## config.mk

```make
export PLATFORM = sky130hd
export DESIGN_NAME = branch_resolve
export DESIGN_NICKNAME = d
export VERILOG_FILES = /design/src/rtl/branch_resolve_pkg.sv /design/src/rtl/branch_resolve_br_target.sv /design/src/rtl/branch_resolve.sv
export SDC_FILE = /design/constraint.sdc
export NUM_CORES = 1
export LEC_CHECK = 0
export CORE_MARGIN = 2
export CORE_UTILIZATION = 56
export DETAILED_ROUTE_END_ITERATION = 16
export MAX_ROUTING_LAYER = met4
export PLACE_DENSITY = 0.89
export SYNTH_ARGS = -nofsm -noshare
export SYNTH_HDL_FRONTEND = slang
export SYNTH_SLANG_ARGS = --single-unit
```

## constraint.sdc

```tcl
create_clock -name clk -period 6.5 [get_ports clk]
set_input_delay 1.3 -clock clk [delete_from_list [all_inputs] [get_ports clk]]
set_output_delay 1.3 -clock clk [all_outputs]
set_load 0.05 [all_outputs]
```

## src/rtl/branch_resolve_pkg.sv

```systemverilog
// Shared types for EX-stage branch resolution.
// Branch kinds, FSM states and 64-bit address/data types.
package CorePack;

  typedef logic [63:0] addr_t;
  typedef logic [63:0] data_t;

  typedef enum logic [1:0] {
    BR_NONE,
    BR_COND,
    BR_JAL,
    BR_JALR
  } br_type_enum;

  typedef enum logic {
    IDLE,
    REDIR
  } br_state_e;

endpackage

```

## src/rtl/branch_resolve_br_target.sv

```systemverilog
// Branch target adder and alignment check.
// Purely combinational; JALR clears bit 0 of its sum.
module br_target
  import CorePack::*;
(
  input  br_type_enum br_type,
  input  addr_t       pc,
  input  data_t       imm,
  input  data_t       rs1,
  output addr_t       target,
  output logic        misaligned
);

  addr_t sum_pc;
  addr_t sum_rs;

  assign sum_pc = pc + imm;
  assign sum_rs = rs1 + imm;

  always_comb begin
    target = sum_pc;
    unique case (1'b1)
      (br_type == BR_JALR): target = {sum_rs[63:1], 1'b0};
      default:              target = sum_pc;
    endcase
  end

  assign misaligned = |target[1:0];

endmodule

```

## src/rtl/branch_resolve.sv

```systemverilog
// EX-stage branch resolution with redirect handshake.
// Predict-not-taken: any taken transfer redirects fetch.
module branch_resolve
  import CorePack::*;
#(
  parameter int CNT_W = 32
) (
  input  logic             clk,
  input  logic             rstn,
  input  logic             ex_valid,
  input  br_type_enum      ex_br_type,
  input  addr_t            ex_pc,
  input  data_t            ex_imm,
  input  data_t            ex_rs1,
  input  logic             cmp_res,
  input  logic             trap_flush,
  input  logic             redirect_ready,
  output logic             redirect_valid,
  output addr_t            redirect_pc,
  output logic             flush_front,
  output logic             stall_ex,
  output logic             misalign_exc,
  output logic [CNT_W-1:0] br_cnt,
  output logic [CNT_W-1:0] taken_cnt
);

  br_state_e        state_q, state_d;
  logic             rv_q, rv_d;
  addr_t            rpc_q, rpc_d;
  logic             flush_q, flush_d;
  logic             stall_q, stall_d;
  logic             mis_q, mis_d;
  logic [CNT_W-1:0] br_cnt_q, br_cnt_d;
  logic [CNT_W-1:0] tk_cnt_q, tk_cnt_d;

  addr_t tgt;
  logic  tgt_mis;
  logic  is_br;
  logic  taken;

  br_target u_tgt (
    .br_type    (ex_br_type),
    .pc         (ex_pc),
    .imm        (ex_imm),
    .rs1        (ex_rs1),
    .target     (tgt),
    .misaligned (tgt_mis)
  );

  assign is_br = ex_valid && (ex_br_type != BR_NONE);

  always_comb begin
    taken = 1'b0;
    unique case (1'b1)
      (ex_br_type == BR_JAL):  taken = ex_valid;
      (ex_br_type == BR_JALR): taken = ex_valid;
      (ex_br_type == BR_COND): taken = ex_valid && cmp_res;
      default:                 taken = 1'b0;
    endcase
  end

  always_comb begin
    state_d  = state_q;
    rv_d     = rv_q;
    rpc_d    = rpc_q;
    flush_d  = 1'b0;
    stall_d  = stall_q;
    mis_d    = 1'b0;
    br_cnt_d = br_cnt_q;
    tk_cnt_d = tk_cnt_q;
    unique case (state_q)
      IDLE: begin
        if (!trap_flush) begin
          if (is_br) br_cnt_d = br_cnt_q + CNT_W'(1);
          if (taken && tgt_mis) begin
            mis_d = 1'b1;
          end else if (taken) begin
            state_d  = REDIR;
            rv_d     = 1'b1;
            rpc_d    = tgt;
            flush_d  = 1'b1;
            stall_d  = 1'b1;
            tk_cnt_d = tk_cnt_q + CNT_W'(1);
          end
        end
      end
      REDIR: begin
        // a trap wins over a completing handshake
        if (trap_flush || redirect_ready) begin
          state_d = IDLE;
          rv_d    = 1'b0;
          stall_d = 1'b0;
        end
      end
      default: begin
        state_d = IDLE;
        rv_d    = 1'b0;
        stall_d = 1'b0;
      end
    endcase
  end

  always_ff @(posedge clk or negedge rstn) begin
    if (!rstn) begin
      state_q  <= IDLE;
      rv_q     <= 1'b0;
      rpc_q    <= '0;
      flush_q  <= 1'b0;
      stall_q  <= 1'b0;
      mis_q    <= 1'b0;
      br_cnt_q <= '0;
      tk_cnt_q <= '0;
    end else begin
      state_q  <= state_d;
      rv_q     <= rv_d;
      rpc_q    <= rpc_d;
      flush_q  <= flush_d;
      stall_q  <= stall_d;
      mis_q    <= mis_d;
      br_cnt_q <= br_cnt_d;
      tk_cnt_q <= tk_cnt_d;
    end
  end

  assign redirect_valid = rv_q;
  assign redirect_pc    = rpc_q;
  assign flush_front    = flush_q;
  assign stall_ex       = stall_q;
  assign misalign_exc   = mis_q;
  assign br_cnt         = br_cnt_q;
  assign taken_cnt      = tk_cnt_q;

endmodule

```

## Word-level counts from Yosys, hierarchy flattened

Index checks and enable logic that the tools add are counted.

| word-level totals | value |
|---|---|
| bits in registers | 132 |
| input port bits | 200 |
| output and inout bits | 132 |
| word-level logic and storage cells | 47 |

| cells by class | value |
|---|---|
| add/sub/neg operators | 4 |
| equality and inequality tests | 7 |
| multiplexer cells | 16 |
| bitwise logic cells | 3 |
| reductions and logical operators | 10 |

Operators with widths:

| kind | number |
|---|---|
| adder 64 bit | 2 |
| adder 32 x 1 -> 32 bit (second input constant) | 2 |
| two-way mux 64 bit | 1 |
| two-way mux 1 bit | 12 |
| AND reduction 4 bit | 2 |
| != test 2 bit (second input constant) | 3 |
| case mux 1 bit (2 select lines) | 3 |
| equality test 2 bit (second input constant) | 2 |
| OR reduction 2 bit | 2 |
| logical AND 1 bit | 3 |
| NOT 1 bit | 3 |
| AND reduction 3 bit | 1 |
| equality test 2 x 1 -> 1 bit (second input constant) | 1 |
| != test 2 x 1 -> 1 bit (second input constant) | 1 |
| nonzero test 2 bit | 1 |
| logical OR 1 bit | 1 |

## Longest topological paths before layout

Gate-level depths: netlist of run 1.

| depth | value |
|---|---|
| depth in word-level cells | 7 |
| gate-level depth with buffers | 15 |
| depth with buffers taken out | 14 |

## Hierarchy

Synthesis of run 1 repeated with hierarchy kept, for this count alone.

| unflattened totals | value |
|---|---|
| cell total of the unflattened synthesis | 1763 |
| area, all modules | 13774.5 um^2 |

Modules (own cells, without submodules):

| module | times used | cells an instance | area each (um^2) | seq. area each (um^2) |
|---|---|---|---|---|
| br_target | 1 | 1214 | 8171.6 | 0.0 |
| branch_resolve | 1 | 549 | 5602.9 | 3303.2 |

## Worst setup path after synthesis of run 1

Ideal clock, no wire load.

| path | value |
|---|---|
| kind | input port to flip-flop |
| start point | input ex_pc[0] |
| end point | register rpc_q[62] (netlist: redirect_pc[62]) |
| setup time | 0.126 ns |
| arrival | 3.769 ns |
| data required time | 6.374 ns |
| slack | 2.605 ns |
| stages on the path | 12 |
| path buffers | 0 |
| cell sequence | ha_1 fa_1 a211oi_1 nor2_1 o311ai_1 a211oi_1 nor3_2 o21ai_2 a21oi_2 xnor2_1 and2_0 o32a_1 |

| between the ends | value |
|---|---|
| longest elaborated chain between the ends | 6 |

RTL lines:

| what | RTL line | source |
|---|---|---|
| from (decl) | branch_resolve.sv:12 | `input addr_t ex_pc,` |
| adder 64 bit (*) | branch_resolve_br_target.sv:17 | `assign sum_pc = pc + imm;` |
| two-way mux 64 bit (*) | branch_resolve_br_target.sv:22 | `unique case (1'b1)` |
| OR reduction 2 bit | branch_resolve_br_target.sv:28 | `assign misaligned = \|target[1:0];` |
| logical AND 1 bit | branch_resolve.sv:75 | `if (taken && tgt_mis) begin` |
| NOT 1 bit (no source line) | - |  |
| AND reduction 4 bit (no source line) | - |  |
| to (signal assigned) | branch_resolve.sv:116 | `rpc_q <= rpc_d;` |
| to (decl) | branch_resolve.sv:29 | `addr_t rpc_q, rpc_d;` |

Mark *: on every way between the ends. The rest lies on a longest branch, timed or not.
A chain may end at the register's enable or synchronous reset.

## Worst setup path in the final report of run 1

| path | value |
|---|---|
| start point | input ex_imm[0] |
| end point | register rpc_q[60] (netlist: redirect_pc[60]) |

| between the ends | value |
|---|---|
| longest elaborated chain between the ends | 6 |
| elaborated cells on any way between the ends | 7 |
| classes of those cells | add/sub: 2; mux: 1; bitwise: 1; reduce/logical: 3 |

RTL lines:

| what | RTL line | source |
|---|---|---|
| from (decl) | branch_resolve.sv:13 | `input data_t ex_imm,` |
| adder 64 bit, on equally long branches | branch_resolve_br_target.sv:17, branch_resolve_br_target.sv:18 |  |
| two-way mux 64 bit (*) | branch_resolve_br_target.sv:22 |  |
| OR reduction 2 bit | branch_resolve_br_target.sv:28 |  |
| logical AND 1 bit | branch_resolve.sv:75 |  |
| NOT 1 bit (no source line) | - |  |
| AND reduction 4 bit (no source line) | - |  |

Marks and branches as above.

==> results of run 1 <==
[power by group]
| part | internal, mW | total [mW] | switching [mW] |
|---|---|---|---|
| sequential | 0.999 | 1.16 | 0.158 |
| combinational | 0.847 | 2.38 | 1.53 |
| clock | 0.554 | 0.994 | 0.440 |
[tightest hold or removal path, cell delays in order (launching register included)]
cell     delay, ns
dfrtp_1       0.34
nand2_1       0.05
nand2_1       0.05
[final cells by class]
type	count	share of cell area
Multi-Input combinational cell	1509	0.561
Sequential cell	132	0.186
Timing Repair Buffer	337	0.189
Inverter	31	0.00663
Tap cell	324	0.0228
Clock buffer	17	0.0240
Clock inverter	15	0.00994
[cells by family after synthesis]
| logic type | after synthesis | synth area share |
|---|---|---|
| AND/OR/NAND/NOR | 626 | 0.225 |
| AO/OA/AOI/OAI | 582 | 0.270 |
| XOR/XNOR | 165 | 0.105 |
| flip-flops | 132 | 0.240 |
| adder cells (fa/ha/maj) | 129 | 0.118 |
| buffers and inverters | 121 | 0.0377 |
| multiplexers | 7 | 0.00517 |
[state kept, by name (all words and copies together), names as in the netlist]
| register | cells |
|---|---|
| state_q | 1 |
| flush_front | 1 |
| br_cnt | 32 |
| redirect_pc | 64 |
| taken_cnt | 32 |
| misalign_exc | 1 |
| stall_ex | 1 |
[how the worst max path moves through the flow]
stage,from,cells after the start,slack (ns),end
final,ex_imm[0],13,1.79,redirect_pc[60]
after global routing,ex_imm[0],13,1.51,redirect_pc[56]
after CTS,ex_imm[0],13,1.93,redirect_pc[60]
after detailed placement,ex_imm[37],11,1.51,redirect_pc[57]
after global placement,ex_imm[0],13,1.54,redirect_pc[60]
after floorplan,ex_pc[0],12,2.61,redirect_pc[62]
[layout by cell type, fill, tap and decap left out, types with 17 or more instances in the layout]
cell and count:
clkdlybuf4s50_1 330, nand2_1 207, a21oi_1 184, o21ai_0 139, dfrtp_1 132, nor2_1 130, ha_1 127, xnor2_1 101
nand4_1 70, xor2_1 64, a21o_1 59, nand3_1 53, nor3_1 36, o21bai_1 34, inv_1 30, and3_1 20
o21a_1 18, a31oi_1 18, clkbuf_16 17
[per-stage QoR]
stage	util	std cells	hold slack (ns)	instance area, sq um
2_1_floorplan	-	1762	0.525	13800
3_3_place_gp	0.707	2333	0.453	17100
3_5_place_dp	0.707	2333	0.467	17100
4_1_cts	0.732	2365	0.482	17700
5_1_grt	0.732	2365	0.506	17700
6_report	0.732	2365	0.477	17700
[routing by layer]
metal,GRT usage,vias to the layer above,routed length (microns)
met2,0.662,1018,24400
met3,0.0653,157,5100
met4,0.165,0,2430
met5,-,-,0
met1,0.522,7314,20900
li1,-,7017,-
==> flow_summary.ini, run 1 <==
[status]
outcome = finished clean

[global_route]
grt_pass1_wl_microns = 82000
first_global_vias = 14800
overflow = 0
antenna_found_initial = 0
grt_max_degree = 83
grt_usage = 0.412

[yosys]
synthTopCellsByArea = dfrtp_1, ha_1, a21oi_1, xnor2_1, nand2_1
netlist_instances = 1762
synth_nets = 2091
synth_top_cell_area_share = 0.240
syn_area_sq_mm = 0.0138
synth_top_flop_cell = dfrtp_1
yosys.cell_count.top_type = nand2_1
ys_warn_count = 0
synth_area_leader_cell = dfrtp_1
async_reset_ff_frac = 1.00
syn_area_per_cell_sq_um = 7.82
synthDistinctLibCells = 93
synth_edf_count = 0
ys_seq_area_frac = 0.240
ys_ff_latch = 132
synth_common_cells = nand2_1, a21oi_1, o21ai_0

[sta]
max_freq_ghz = 0.212
slew_headroom = 0.378
setup_tns_ns = 0
setup_ws_ns = 1.79
layout_min_cycle_time_ns = 4.71
maxSlewViolCount = 0
period_share = 0.724
rsz0062_at_grt = no
final_hold_viol_count = 0
finalClockSkew_ns = 0.0111
worstMarginPinSlew_ns = 0.931
finalSetupViolCount = 0

[power]
power.leakage_nw = 7.61
peakVddDrop_v = 0.000235
total_power_mw = 4.53
powerDensity_mw_per_mm2 = 255

[setup_path]
path_buf_inv = 1
cp-end-kind = register
critPathRequiredTime_ns = 6.77
max_stage_delay_ns = 0.57
cpLargestDelayFamily = compound AO/OA/AOI/OAI gates
crit_top_cell = o21ai_1
cpMaxStageDelayCell = o311ai_1
worstSetupStartpointType = primary input
r2r_start = state_q
worst-path-max-fanout = 4
worstSetupPathType = in2reg
critPathArrivalTime_ns = 4.98
r2r-end = redirect_pc[55]
crit_path_cell_trace = clkdlybuf4s50_1, ha_1, fa_1, a211oi_1, nor2_1, o311ai_1, a21oi_1, o21ai_0, o21ai_1, o21ai_1, o31ai_1, xnor2_1, o221ai_1
rr_worst_depth = 9
rrSetupSlack_ns = 3.33

[placed_design]
dpl_worst_slack_ns = 1.51
place.gp.congestion = 1.04
place_hpwl_microns = 42600
port_buffers = 331

[die]
core_sq_mm = 0.0242
fp.dieArea_sq_mm = 0.0259
fp-row-count = 57
dieHeight_microns = 161
boundaryPins = 332
start_util = 0.568
chipWidth_microns = 161

[cts]
htreeDepth = 4
cts_resized = 0
tritoncts = built
holdBufCountCts = 0
cts.clk_slew.worst_paths_ns = 0.06
post_cts_buffers = 0
clockRootBuffer = clkbuf_16
clkLatencyLatePin_ns = 0.43
clockBufferDepth = 2
cts_buffers = 17
clock-sinks = 132

[hold_path]
hold_path.class = reg2reg
hold_path_depth = 2
hold_path_end = redirect_pc[37]
hp-start = redirect_pc[37]

[detailed_routing]
routed_wl_microns = 52800
viasPerCell = 6.56
drt_iter0_drc = 1861
wire_per_inst_microns = 22.3
final_antenna_net_count = 0
post-route-drc-count = 0
firstDrtPassIters = 6
via_count = 15500

[cells_and_area]
num_antenna_cells = 0
regArea_sq_mm = 0.00330
multi_input_area_sq_mm = 0.00996
fillers = 1875
fin_nets = 2357
synthToLayoutAreaGrowth_pct = 28.8
drive_gt1_frac = 0.0426

[flow_run]
cap_violations = 0
No activity file was read; power rests on OpenSTA's default activity.
==> run 2, diff against run 1 <==
Settings changed: CORE_UTILIZATION 56 to 52, PLACE_DENSITY 0.89 to 0.83.
Clock period 6.5 ns to 4.8 ns, I/O delays scaled along.
==> run 2 against run 1 <==
Against the previous run: die area rose by 7.5%; critical path depth rose by 1; combinational power rose by 36%; register-to-register slack got worse by 1.4 ns; design area rose by 0.72%; largest cell class unchanged.
==> flow_summary.ini, run 2 (synthesis results as in run 1) <==
[sta]
period_share = 0.916
worstMarginPinSlew_ns = 1.05
final_hold_viol_count = 0
layout_min_cycle_time_ns = 4.40
slew_headroom = 0.298
max_freq_ghz = 0.227
rsz0062_at_grt = no
finalSetupViolCount = 0
maxSlewViolCount = 0
setup_ws_ns = 0.402
setup_tns_ns = 0
finalClockSkew_ns = 0.0165

[detailed_routing]
firstDrtPassIters = 6
post-route-drc-count = 0
final_antenna_net_count = 0
wire_per_inst_microns = 22.0
viasPerCell = 6.32
routed_wl_microns = 52600
drt_iter0_drc = 1505
via_count = 15100

[cts]
tritoncts = built
cts_resized = 0
clkLatencyLatePin_ns = 0.42
holdBufCountCts = 0
post_cts_buffers = 0
cts_buffers = 17
clock-sinks = 132
clockBufferDepth = 2
cts.clk_slew.worst_paths_ns = 0.07
htreeDepth = 4
clockRootBuffer = clkbuf_16

[setup_path]
worstSetupStartpointType = primary input
critPathRequiredTime_ns = 5.09
critPathArrivalTime_ns = 4.69
worstSetupPathType = in2reg
worst-path-max-fanout = 4
cp-end-kind = register

[power]
peakVddDrop_v = 0.000257
power.leakage_nw = 7.69
powerDensity_mw_per_mm2 = 344
total_power_mw = 6.14

[cells_and_area]
fin_nets = 2373
multi_input_area_sq_mm = 0.00996
fin_area_sq_mm = 0.0179
regArea_sq_mm = 0.00330
final_cell_mix = clkdlybuf4s50_1, nand2_1, a21oi_1
num_antenna_cells = 0
fillers = 2185
synthToLayoutAreaGrowth_pct = 29.7
largest_reg_flops = 64
drive_gt1_frac = 0.0501
layout_commonest_cell = clkdlybuf4s50_1

[status]
outcome = finished clean

[die]
fp-row-count = 59
dieHeight_microns = 167
start_util = 0.529
fp.dieArea_sq_mm = 0.0278
core_sq_mm = 0.0261
boundaryPins = 332
chipWidth_microns = 167

[hold_path]
hold_path.class = reg2reg

[global_route]
overflow = 0
grt_pass1_wl_microns = 81300
first_global_vias = 14300
grt_max_degree = 108
antenna_found_initial = 0
grt_usage = 0.379

[placed_design]
dpl_cell_area_sq_mm = 0.0173
place_hpwl_microns = 42200
place.gp.congestion = 1.04
port_buffers = 331
dpl_worst_slack_ns = 0.267

[flow_run]
cap_violations = 0
## run 2: final cells by class
cell class | instances | share of cell area
inverter | 31 | 0.00658
sequential | 132 | 0.185
clock inverter | 15 | 0.00882
tap | 335 | 0.0234
clock buffer | 17 | 0.0238
timing repair buffer | 353 | 0.195
multi-input combinational | 1509 | 0.557
## run 2: critical path, cell delays in order
cell             delay, ns
clkdlybuf4s50_1       0.52
ha_1                  0.22
fa_1                  0.24
a211oi_1              0.10
nor2_1                0.33
o311ai_1              0.14
buf_4                 0.18
a211oi_1              0.54
nor3_2                0.16
o21ai_2               0.40
a31oi_4               0.17
nor4b_1               0.17
o31ai_1               0.41
a31oi_1               0.13
## run 2: per-layer routing
metal,GRT usage,vias to the layer above,share of wire
met4,0.127,0,0.035
met1,0.508,7152,0.42
met2,0.593,797,0.46
li1,-,7051,-
met3,0.0501,110,0.085
met5,-,-,0
## run 2: path summary, 6_finish.rpt
path | slack, ns | depth (start not counted) | to | startpoint
worst max-delay path | 0.40 | 14 | redirect_pc[50] | ex_imm[0]
worst min-delay path | 0.47 | 1 | br_cnt[31] | br_cnt[31]
worst max register to register | 1.94 | 10 | taken_cnt[30] | state_q
worst min register to register | 0.47 | 1 | br_cnt[31] | br_cnt[31]
max in group asynchronous | 3.14 | 2 | br_cnt[2] | rstn
min in group asynchronous | 0.69 | 1 | redirect_pc[59] | rstn
## run 2: through the flow
step | util | cells | hold slack (ns)
3_3_place_gp | 0.664 | 2360 | 0.455
2_1_floorplan | - | 1762 | 0.525
4_1_cts | 0.686 | 2392 | 0.474
6_report | 0.686 | 2392 | 0.468
5_1_grt | 0.686 | 2392 | 0.505
3_5_place_dp | 0.664 | 2360 | 0.464
## run 2: power by group
part	internal (mW)	switching, mW
sequential	1.35	0.210
clock	0.740	0.604
combinational	1.16	2.08
